===== src/rtl/key_expand_sequencer.sv =====
`timescale 1ns/1ps
`default_nettype none
// ============================================================================
//  Module      : key_expand_sequencer
//  Description : Iterative AES key-schedule engine. Produces one 32-bit
//                schedule word per cycle (single SubWord + XOR datapath),
//                stores the schedule and serves 128-bit round keys through
//                a registered read port while advertising how many round
//                keys are already complete.
//  Revision    : 1.0 - initial release
// ============================================================================
module key_expand_sequencer #(
    parameter int KEY_BITS   = 128,
    parameter int NUM_ROUNDS = 10
) (
    input  logic                clock,
    input  logic                reset_n,
    input  logic [KEY_BITS-1:0] key_in,
    input  logic                key_valid,
    output logic                key_ready,
    input  logic                abort,
    output logic                busy,
    output logic                done,
    output logic [3:0]          rounds_avail,
    input  logic                rk_rd_en,
    input  logic [3:0]          rk_rd_idx,
    output logic [127:0]        rk_rd_data,
    output logic                rk_rd_valid
);

    localparam int NK = KEY_BITS / 32;
    localparam int NW = 4 * (NUM_ROUNDS + 1);
    localparam int IW = $clog2(NW + 1);
    localparam int AW = $clog2(NW);

    localparam logic [1:0] S_IDLE   = 2'd0;
    localparam logic [1:0] S_EXPAND = 2'd1;
    localparam logic [1:0] S_DONE   = 2'd2;

    // GF(2^8) multiply, AES polynomial x^8+x^4+x^3+x+1
    function automatic logic [7:0] gf_mul(input logic [7:0] a, input logic [7:0] b);
        logic [7:0] p;
        logic [7:0] aa;
        p  = 8'h00;
        aa = a;
        for (int k = 0; k < 8; k++) begin
            if (b[k]) p = p ^ aa;
            aa = {aa[6:0], 1'b0} ^ (aa[7] ? 8'h1b : 8'h00);
        end
        return p;
    endfunction

    // S-box: multiplicative inverse as x^254 (maps 0 to 0), then affine map
    function automatic logic [7:0] sbox(input logic [7:0] x);
        logic [7:0] sq;
        logic [7:0] inv;
        sq  = x;
        inv = 8'h01;
        for (int k = 1; k < 8; k++) begin
            sq  = gf_mul(sq, sq);
            inv = gf_mul(inv, sq);
        end
        return inv ^ {inv[6:0], inv[7]} ^ {inv[5:0], inv[7:6]}
                   ^ {inv[4:0], inv[7:5]} ^ {inv[3:0], inv[7:4]} ^ 8'h63;
    endfunction

    function automatic logic [31:0] subword(input logic [31:0] w);
        return {sbox(w[31:24]), sbox(w[23:16]), sbox(w[15:8]), sbox(w[7:0])};
    endfunction

    logic [1:0]    state_q, state_d;
    logic [IW-1:0] i_q, i_d;
    logic [2:0]    j_q, j_d;              // i mod NK, kept as its own counter
    logic [7:0]    rcon_q, rcon_d;
    logic [31:0]   win_q [NK];            // win_q[NK-1] = w[i-1], win_q[0] = w[i-NK]
    logic [31:0]   win_d [NK];
    logic [3:0]    rounds_q, rounds_d;
    logic [127:0]  rd_data_q, rd_data_d;
    logic          rd_valid_q, rd_valid_d;
    logic [31:0]   store_q [NW];

    logic          w_accept;
    logic [31:0]   w_temp;
    logic [31:0]   w_new_word;
    logic [IW:0]   w_ip1;
    logic [AW-1:0] w_base;
    logic          w_rd_ok;

    assign w_accept = key_valid & key_ready & ~abort;
    assign w_ip1    = {1'b0, i_q} + {{IW{1'b0}}, 1'b1};
    assign w_base   = AW'({rk_rd_idx, 2'b00});
    assign w_rd_ok  = rk_rd_en && (rk_rd_idx < rounds_q) && (rk_rd_idx <= 4'(NUM_ROUNDS));

    // State register
    always_ff @(posedge clock or negedge reset_n) begin
        if (!reset_n) state_q <= S_IDLE;
        else          state_q <= state_d;
    end

    // Next-state logic; abort outranks a simultaneous key accept
    always_comb begin
        state_d = state_q;
        case (state_q)
            S_IDLE, S_DONE: begin
                if (abort)          state_d = S_IDLE;
                else if (key_valid) state_d = S_EXPAND;
            end
            S_EXPAND: begin
                if (abort)                      state_d = S_IDLE;
                else if (i_q == IW'(NW - 1))    state_d = S_DONE;
            end
            default: state_d = S_IDLE;
        endcase
    end

    // Status outputs decoded from the state
    always_comb begin
        key_ready = (state_q != S_EXPAND);
        busy      = (state_q == S_EXPAND);
        done      = (state_q == S_DONE);
    end

    // One schedule word: temp from w[i-1], combined with w[i-NK]
    always_comb begin
        w_temp = win_q[NK-1];
        if (j_q == 3'd0)
            w_temp = subword({w_temp[23:0], w_temp[31:24]}) ^ {rcon_q, 24'h000000};
        else if (NK == 8 && j_q == 3'd4)
            w_temp = subword(w_temp);
        w_new_word = win_q[0] ^ w_temp;
    end

    // Expansion control and sliding-window next state
    always_comb begin
        i_d      = i_q;
        j_d      = j_q;
        rcon_d   = rcon_q;
        rounds_d = rounds_q;
        for (int k = 0; k < NK; k++) win_d[k] = win_q[k];
        if (abort) begin
            rounds_d = 4'd0;
        end else if (w_accept) begin
            i_d      = IW'(NK);
            j_d      = 3'd0;
            rcon_d   = 8'h01;
            rounds_d = 4'(NK / 4);
            for (int k = 0; k < NK; k++) win_d[k] = key_in[KEY_BITS-1-32*k -: 32];
        end else if (state_q == S_EXPAND) begin
            i_d      = i_q + IW'(1);
            j_d      = (j_q == 3'(NK - 1)) ? 3'd0 : j_q + 3'd1;
            if (j_q == 3'd0)
                rcon_d = {rcon_q[6:0], 1'b0} ^ (rcon_q[7] ? 8'h1b : 8'h00);
            rounds_d = 4'(w_ip1 >> 2);
            for (int k = 0; k < NK - 1; k++) win_d[k] = win_q[k+1];
            win_d[NK-1] = w_new_word;
        end
    end

    // Read port: capture a round key only when it is already complete
    always_comb begin
        rd_valid_d = w_rd_ok;
        rd_data_d  = rd_data_q;
        if (w_rd_ok)
            rd_data_d = {store_q[w_base], store_q[w_base + AW'(1)],
                         store_q[w_base + AW'(2)], store_q[w_base + AW'(3)]};
    end

    // Datapath registers
    always_ff @(posedge clock or negedge reset_n) begin
        if (!reset_n) begin
            i_q        <= '0;
            j_q        <= 3'd0;
            rcon_q     <= 8'h01;
            rounds_q   <= 4'd0;
            rd_data_q  <= '0;
            rd_valid_q <= 1'b0;
            for (int k = 0; k < NK; k++) win_q[k] <= 32'h0;
        end else begin
            i_q        <= i_d;
            j_q        <= j_d;
            rcon_q     <= rcon_d;
            rounds_q   <= rounds_d;
            rd_data_q  <= rd_data_d;
            rd_valid_q <= rd_valid_d;
            for (int k = 0; k < NK; k++) win_q[k] <= win_d[k];
        end
    end

    // Round-key store; contents are meaningless until counted in rounds_avail
    always_ff @(posedge clock) begin
        if (w_accept) begin
            for (int k = 0; k < NK; k++) store_q[k] <= key_in[KEY_BITS-1-32*k -: 32];
        end else if (state_q == S_EXPAND && !abort) begin
            store_q[i_q[AW-1:0]] <= w_new_word;
        end
    end

    assign rounds_avail = rounds_q;
    assign rk_rd_data   = rd_data_q;
    assign rk_rd_valid  = rd_valid_q;

endmodule
`default_nettype wire


===== config.mk =====
export PLATFORM = sky130hd
export DESIGN_NAME = key_expand_sequencer
export DESIGN_NICKNAME = d
export VERILOG_FILES = /design/src/rtl/key_expand_sequencer.sv
export SDC_FILE = /design/constraint.sdc
export NUM_CORES = 2
export LEC_CHECK = 0
export BUFFER_PORTS_ARGS = -buffer_cell sky130_fd_sc_hd__buf_2
export CAP_MARGIN = 10
export CORE_UTILIZATION = 60
export CTS_BUF_LIST = sky130_fd_sc_hd__clkbuf_4 sky130_fd_sc_hd__clkbuf_8
export DETAILED_ROUTE_END_ITERATION = 16
export PLACE_DENSITY = 0.77
export SLEW_MARGIN = 20
export SYNTH_ARGS = -nofsm -noshare
export SYNTH_HDL_FRONTEND = slang
export SYNTH_SLANG_ARGS = --single-unit

===== constraint.sdc =====
create_clock -name clock -period 40.7 [get_ports clock]
set_input_delay 2.035 -clock clock [delete_from_list [all_inputs] [get_ports clock]]
set_output_delay 2.035 -clock clock [all_outputs]
set_load 0.05 [all_outputs]

==> load_flow_metrics.sql <==
INSERT INTO impl_metrics (metric_group, metric, value, unit) VALUES
('outcome', 'run_status', 'completed', ''),
('synth', 'synth_sequential_area_ratio', '0.4030', ''),
('sta', 'timing.final.ws_setup', '19.94', 'ns'),
('clock_network', 'clock_path_buffers', '4', ''),
('detailed_routing', 'route.antenna.remaining_nets', '0', ''),
('worst_setup_path', 'timing.critical_path.slowest_cell_delay', '0.91', 'ns'),
('sta', 'worst-slew-pin-transition', '1.240', 'ns'),
('cells_and_area', 'layout-drive-gt1-share', '0.1503', ''),
('floorplanning', 'initial_utilization', '0.6045', ''),
('synth', 'yosysUniqueCellTypes', '112', ''),
('clock_network', 'post_cts_buffers', '0', ''),
('synth', 'syn_area', '122300', 'um^2'),
('global_routing', 'wire_length_of_the_first_global_routing_pass', '559700', 'um'),
('cells_and_area', 'net_count_final', '11850', ''),
('sta', 'slew_violations', '0', ''),
('synth', 'syn-mean-instance-area', '10.55', 'um^2'),
('clock_network', 'cts_inserted_buffers', '278', ''),
('cells_and_area', 'layout.core_utilization', '0.6576', ''),
('worst_setup_path', 'worstSetupEndpointType', 'register', ''),
('worst_setup_path', 'cp.arrival', '21.37', 'ns'),
('synth', 'synth.net_count', '11760', ''),
('floorplanning', 'die_area', '205700', 'um^2'),
('global_routing', 'maximum_number_of_pins_on_one_net_before_global_route_repair', '203', ''),
('detailed_routing', 'first_pass_iters', '8', ''),
('synth', 'synth-edff-count', '1408', ''),
('sta', 'min_period', '20.76', 'ns'),
('floorplanning', 'top_level_ports', '273', ''),
('synth', 'yosys_warnings', '0', ''),
('placement', 'preCtsSetupSlack', '20.07', 'ns'),
('worst_setup_path', 'worst-setup-path-type', 'reg -> reg', ''),
('clock_network', 'cts_num_sinks', '1688', ''),
('floorplanning', 'design.core.area', '202300', 'um^2'),
('clock_network', 'clock_latency_late_sink', '1.00', 'ns'),
('detailed_routing', 'wl_per_cell', '25.83', 'um'),
('sta', 'final-setup-viol-count', '0', ''),
('placement', 'port_buffers', '272', ''),
('clock_network', 'cts-hold-fix-buffers', '0', ''),
('synth', 'post_synthesis_instance_total', '11600', ''),
('sta', 'holdWs', '0.4721', 'ns'),
('detailed_routing', 'drt_first_iter_violations', '12850', ''),
('cells_and_area', 'synthToLayoutAreaGrowth', '8.772', '%'),
('clock_network', 'tritoncts', 'done', ''),
('detailed_routing', 'detail_route.drc_violations', '0', ''),
('sta', 'maximum_achievable_frequency', '0.04818', 'GHz'),
('global_routing', 'antenna_found_initial', '86', ''),
('placement', 'dpl.hpwl', '251100', 'um'),
('worst_hold_path', 'type_of_the_most_critical_hold_path', 'reg -> reg', ''),
('floorplanning', 'std_cell_rows', '165', ''),
('detailed_routing', 'routed_wl', '377500', 'um'),
('synth', 'ys_ff_latch', '1688', ''),
('global_routing', 'first_global_vias', '89810', ''),
('worst_setup_path', 'crit_slowest_cell', 'sky130_fd_sc_hd__xnor3_1', ''),
('sta', 'maxSlewHeadroom', '0.1701', ''),
('worst_setup_path', 'critPathRequiredTime', '41.32', 'ns'),
('sta', 'grt_setup_unrepaired', 'false', ''),
('worst_setup_path', 'cp_max_fo', '40', ''),
('placement', 'gpl.final_weighted_congestion', '0.9307', ''),
('clock_network', 'clock-root-buffer', 'sky130_fd_sc_hd__clkbuf_8', ''),
('floorplanning', 'die-height', '453.5', 'um'),
('flow_run', 'max_cap_violations', '0', ''),
('detailed_routing', 'vias', '94710', ''),
('clock_network', 'postCtsResizedCells', '0', ''),
('cells_and_area', 'count_of_fill_cells_added_during_filler_insertion', '15060', ''),
('detailed_routing', 'vias_per_cell', '6.481', ''),
('synth', 'ys_async_sr_fraction', '0.1659', ''),
('global_routing', 'overflow', '0', ''),
('synth', 'commonest_register_cell_after_synthesis', 'sky130_fd_sc_hd__edfxtp_1', ''),
('floorplanning', 'die_x', '453.5', 'um'),
('clock_network', 'clk_pin_slew_worst_paths', '0.06', 'ns'),
('clock_network', 'cts_max_level', '5', ''),
('sta', 'worst_clock_skew', '0.1071', 'ns'),
('sta', 'timing_hold_violations_final', '0', ''),
('global_routing', 'grt_util_all_layers', '0.3578', ''),
('sta', 'final_min_period_over_clock_period', '0.5100', ''),
('sta', 'fin_setup_tns', '0', 'ns'),
('worst_setup_path', 'cp-start-kind', 'register', '');
-- metrics by stage --
stage,instance area (um^2),cells
2_1_floorplan,122300,11600
5_1_grt,133000,14600
3_3_place_gp,127300,14070
4_1_cts,132800,14560
3_5_place_dp,127400,14070
6_report,133000,14610
-- final cells by class --
type,instances,area (um^2),area share
multi-input combinational,8980,70310,0.5285
sequential,1688,49290,0.3705
clock buffer,402,4876,0.03665
timing repair buffer,620,4143,0.03114
tap,2672,3343,0.02513
clock inverter,84,516.7,0.003884
inverter,115,434.2,0.003264
antenna,51,127.6,0.0009593
-- placed cells by master, fill, tap and decap left out, types with 44 or more instances in the layout --
cell type and count:
sky130_fd_sc_hd__xnor2_1 1445, sky130_fd_sc_hd__edfxtp_1 1408, sky130_fd_sc_hd__nor2_1 1310, sky130_fd_sc_hd__nand2_1 1249, sky130_fd_sc_hd__o21ai_0 748, sky130_fd_sc_hd__a21oi_1 572, sky130_fd_sc_hd__xor2_1 468, sky130_fd_sc_hd__mux2i_1 445
sky130_fd_sc_hd__xnor3_1 360, sky130_fd_sc_hd__buf_4 342, sky130_fd_sc_hd__clkbuf_8 298, sky130_fd_sc_hd__dfrtp_1 279, sky130_fd_sc_hd__buf_2 266, sky130_fd_sc_hd__mux4_2 257, sky130_fd_sc_hd__nand3_1 165, sky130_fd_sc_hd__nor3_1 164
sky130_fd_sc_hd__a22oi_1 156, sky130_fd_sc_hd__mux2_2 140, sky130_fd_sc_hd__o22ai_1 125, sky130_fd_sc_hd__xnor2_2 109, sky130_fd_sc_hd__clkbuf_4 105, sky130_fd_sc_hd__inv_1 99, sky130_fd_sc_hd__a211oi_1 73, sky130_fd_sc_hd__nand2b_1 71
sky130_fd_sc_hd__nor2b_1 63, sky130_fd_sc_hd__a31oi_1 58, sky130_fd_sc_hd__xor3_1 54, sky130_fd_sc_hd__clkinv_1 54, sky130_fd_sc_hd__and3_1 52, sky130_fd_sc_hd__diode_2 51, sky130_fd_sc_hd__and2_1 49, sky130_fd_sc_hd__o211ai_1 49
sky130_fd_sc_hd__o21ai_1 44
-- metal layers --
| layer | GRT usage | vias to the layer above | share of wire |
|---|---|---|---|
| met4 | 0.2125 | 32 | 0.065 |
| met2 | 0.5536 | 5971 | 0.46 |
| met3 | 0.07223 | 1107 | 0.11 |
| li1 | - | 41690 | - |
| met5 | 0.006530 | - | 0.0010 |
| met1 | 0.4669 | 45910 | 0.37 |
-- kinds of logic (layout without fill, tap and decap cells) --
group / Yosys count / after routing / synth area share
adder cells (fa/ha/maj): 27 / 27 / 0.002721
flip-flops: 1688 / 1688 / 0.4030
XOR/XNOR: 2525 / 2525 / 0.2384
buffers and inverters: 929 / 1221 / 0.03098
multiplexers: 845 / 845 / 0.09691
other: 0 / 51 / 0
AND/OR/NAND/NOR: 3335 / 3335 / 0.1149
AO/OA/AOI/OAI: 2248 / 2248 / 0.1131
-- worst max-delay path: cells and delay by family, from the launching register on --
family | cells | cell delay (ns)
xor+xnor | 21 | 9.01
compound gates | 11 | 3.06
simple gates | 8 | 2.41
fa+ha+maj | 4 | 2.08
buf+inv | 5 | 2.00
mux | 4 | 0.99
flops | 1 | 0.80
-- worst paths after layout --
check / from / to / slack, ns / cells past startpoint
min: rk_rd_data[25] / rk_rd_data[25] / 0.47 / 2
min reg2reg: rk_rd_data[25] / rk_rd_data[25] / 0.47 / 2
max in group asynchronous: reset_n / rcon_q[5] / 37.93 / 2
min in group asynchronous: reset_n / rk_rd_data[68] / 1.07 / 1
max reg2reg: win_q[23] / store_q[34][30] / 19.94 / 53
max: win_q[23] / store_q[34][30] / 19.94 / 53
-- synth_stat cells (32+ instances only) --
cell                          n  area share
sky130_fd_sc_hd__a211oi_1    73      0.0045
sky130_fd_sc_hd__a21oi_1    573       0.023
sky130_fd_sc_hd__a221oi_1    34      0.0024
sky130_fd_sc_hd__a22oi_1    156      0.0096
sky130_fd_sc_hd__a31oi_1     58      0.0030
sky130_fd_sc_hd__and2_1      49      0.0025
sky130_fd_sc_hd__and3_1      52      0.0027
sky130_fd_sc_hd__buf_1      103      0.0032
sky130_fd_sc_hd__buf_2      124      0.0051
sky130_fd_sc_hd__clkbuf_1   553       0.017
sky130_fd_sc_hd__dfrtp_1    279       0.057
sky130_fd_sc_hd__edfxtp_1  1408        0.35
sky130_fd_sc_hd__inv_1      100      0.0031
sky130_fd_sc_hd__mux2_2     140       0.013
sky130_fd_sc_hd__mux2i_1    445       0.036
sky130_fd_sc_hd__mux4_2     257       0.047
sky130_fd_sc_hd__nand2_1   1249       0.038
sky130_fd_sc_hd__nand2b_1    72      0.0037
sky130_fd_sc_hd__nand3_1    165      0.0068
sky130_fd_sc_hd__nor2_1    1352       0.041
sky130_fd_sc_hd__nor2b_1     64      0.0033
sky130_fd_sc_hd__nor3_1     165      0.0068
sky130_fd_sc_hd__o211ai_1    49      0.0030
sky130_fd_sc_hd__o21ai_0    749       0.031
sky130_fd_sc_hd__o21ai_1     43      0.0018
sky130_fd_sc_hd__o22ai_1    125      0.0064
sky130_fd_sc_hd__or2_2       32      0.0016
sky130_fd_sc_hd__or3_1       38      0.0019
sky130_fd_sc_hd__xnor2_1   1481        0.11
sky130_fd_sc_hd__xnor2_2     74      0.0098
sky130_fd_sc_hd__xnor3_1    360       0.066
sky130_fd_sc_hd__xor2_1     500       0.036
sky130_fd_sc_hd__xor3_1      54       0.010
-- sequential cells by signal, summed over array words and instances (netlist names) --
register / count
store_q: 1408
state_q: 2
i_q: 6
rk_rd_data: 128
win_q: 128
j_q: 3
rcon_q: 8
rk_rd_valid: 1
rounds_avail: 4
Power is not shown: default switching activity piles up to over one toggle a cycle in this logic, so the estimate is an artifact.
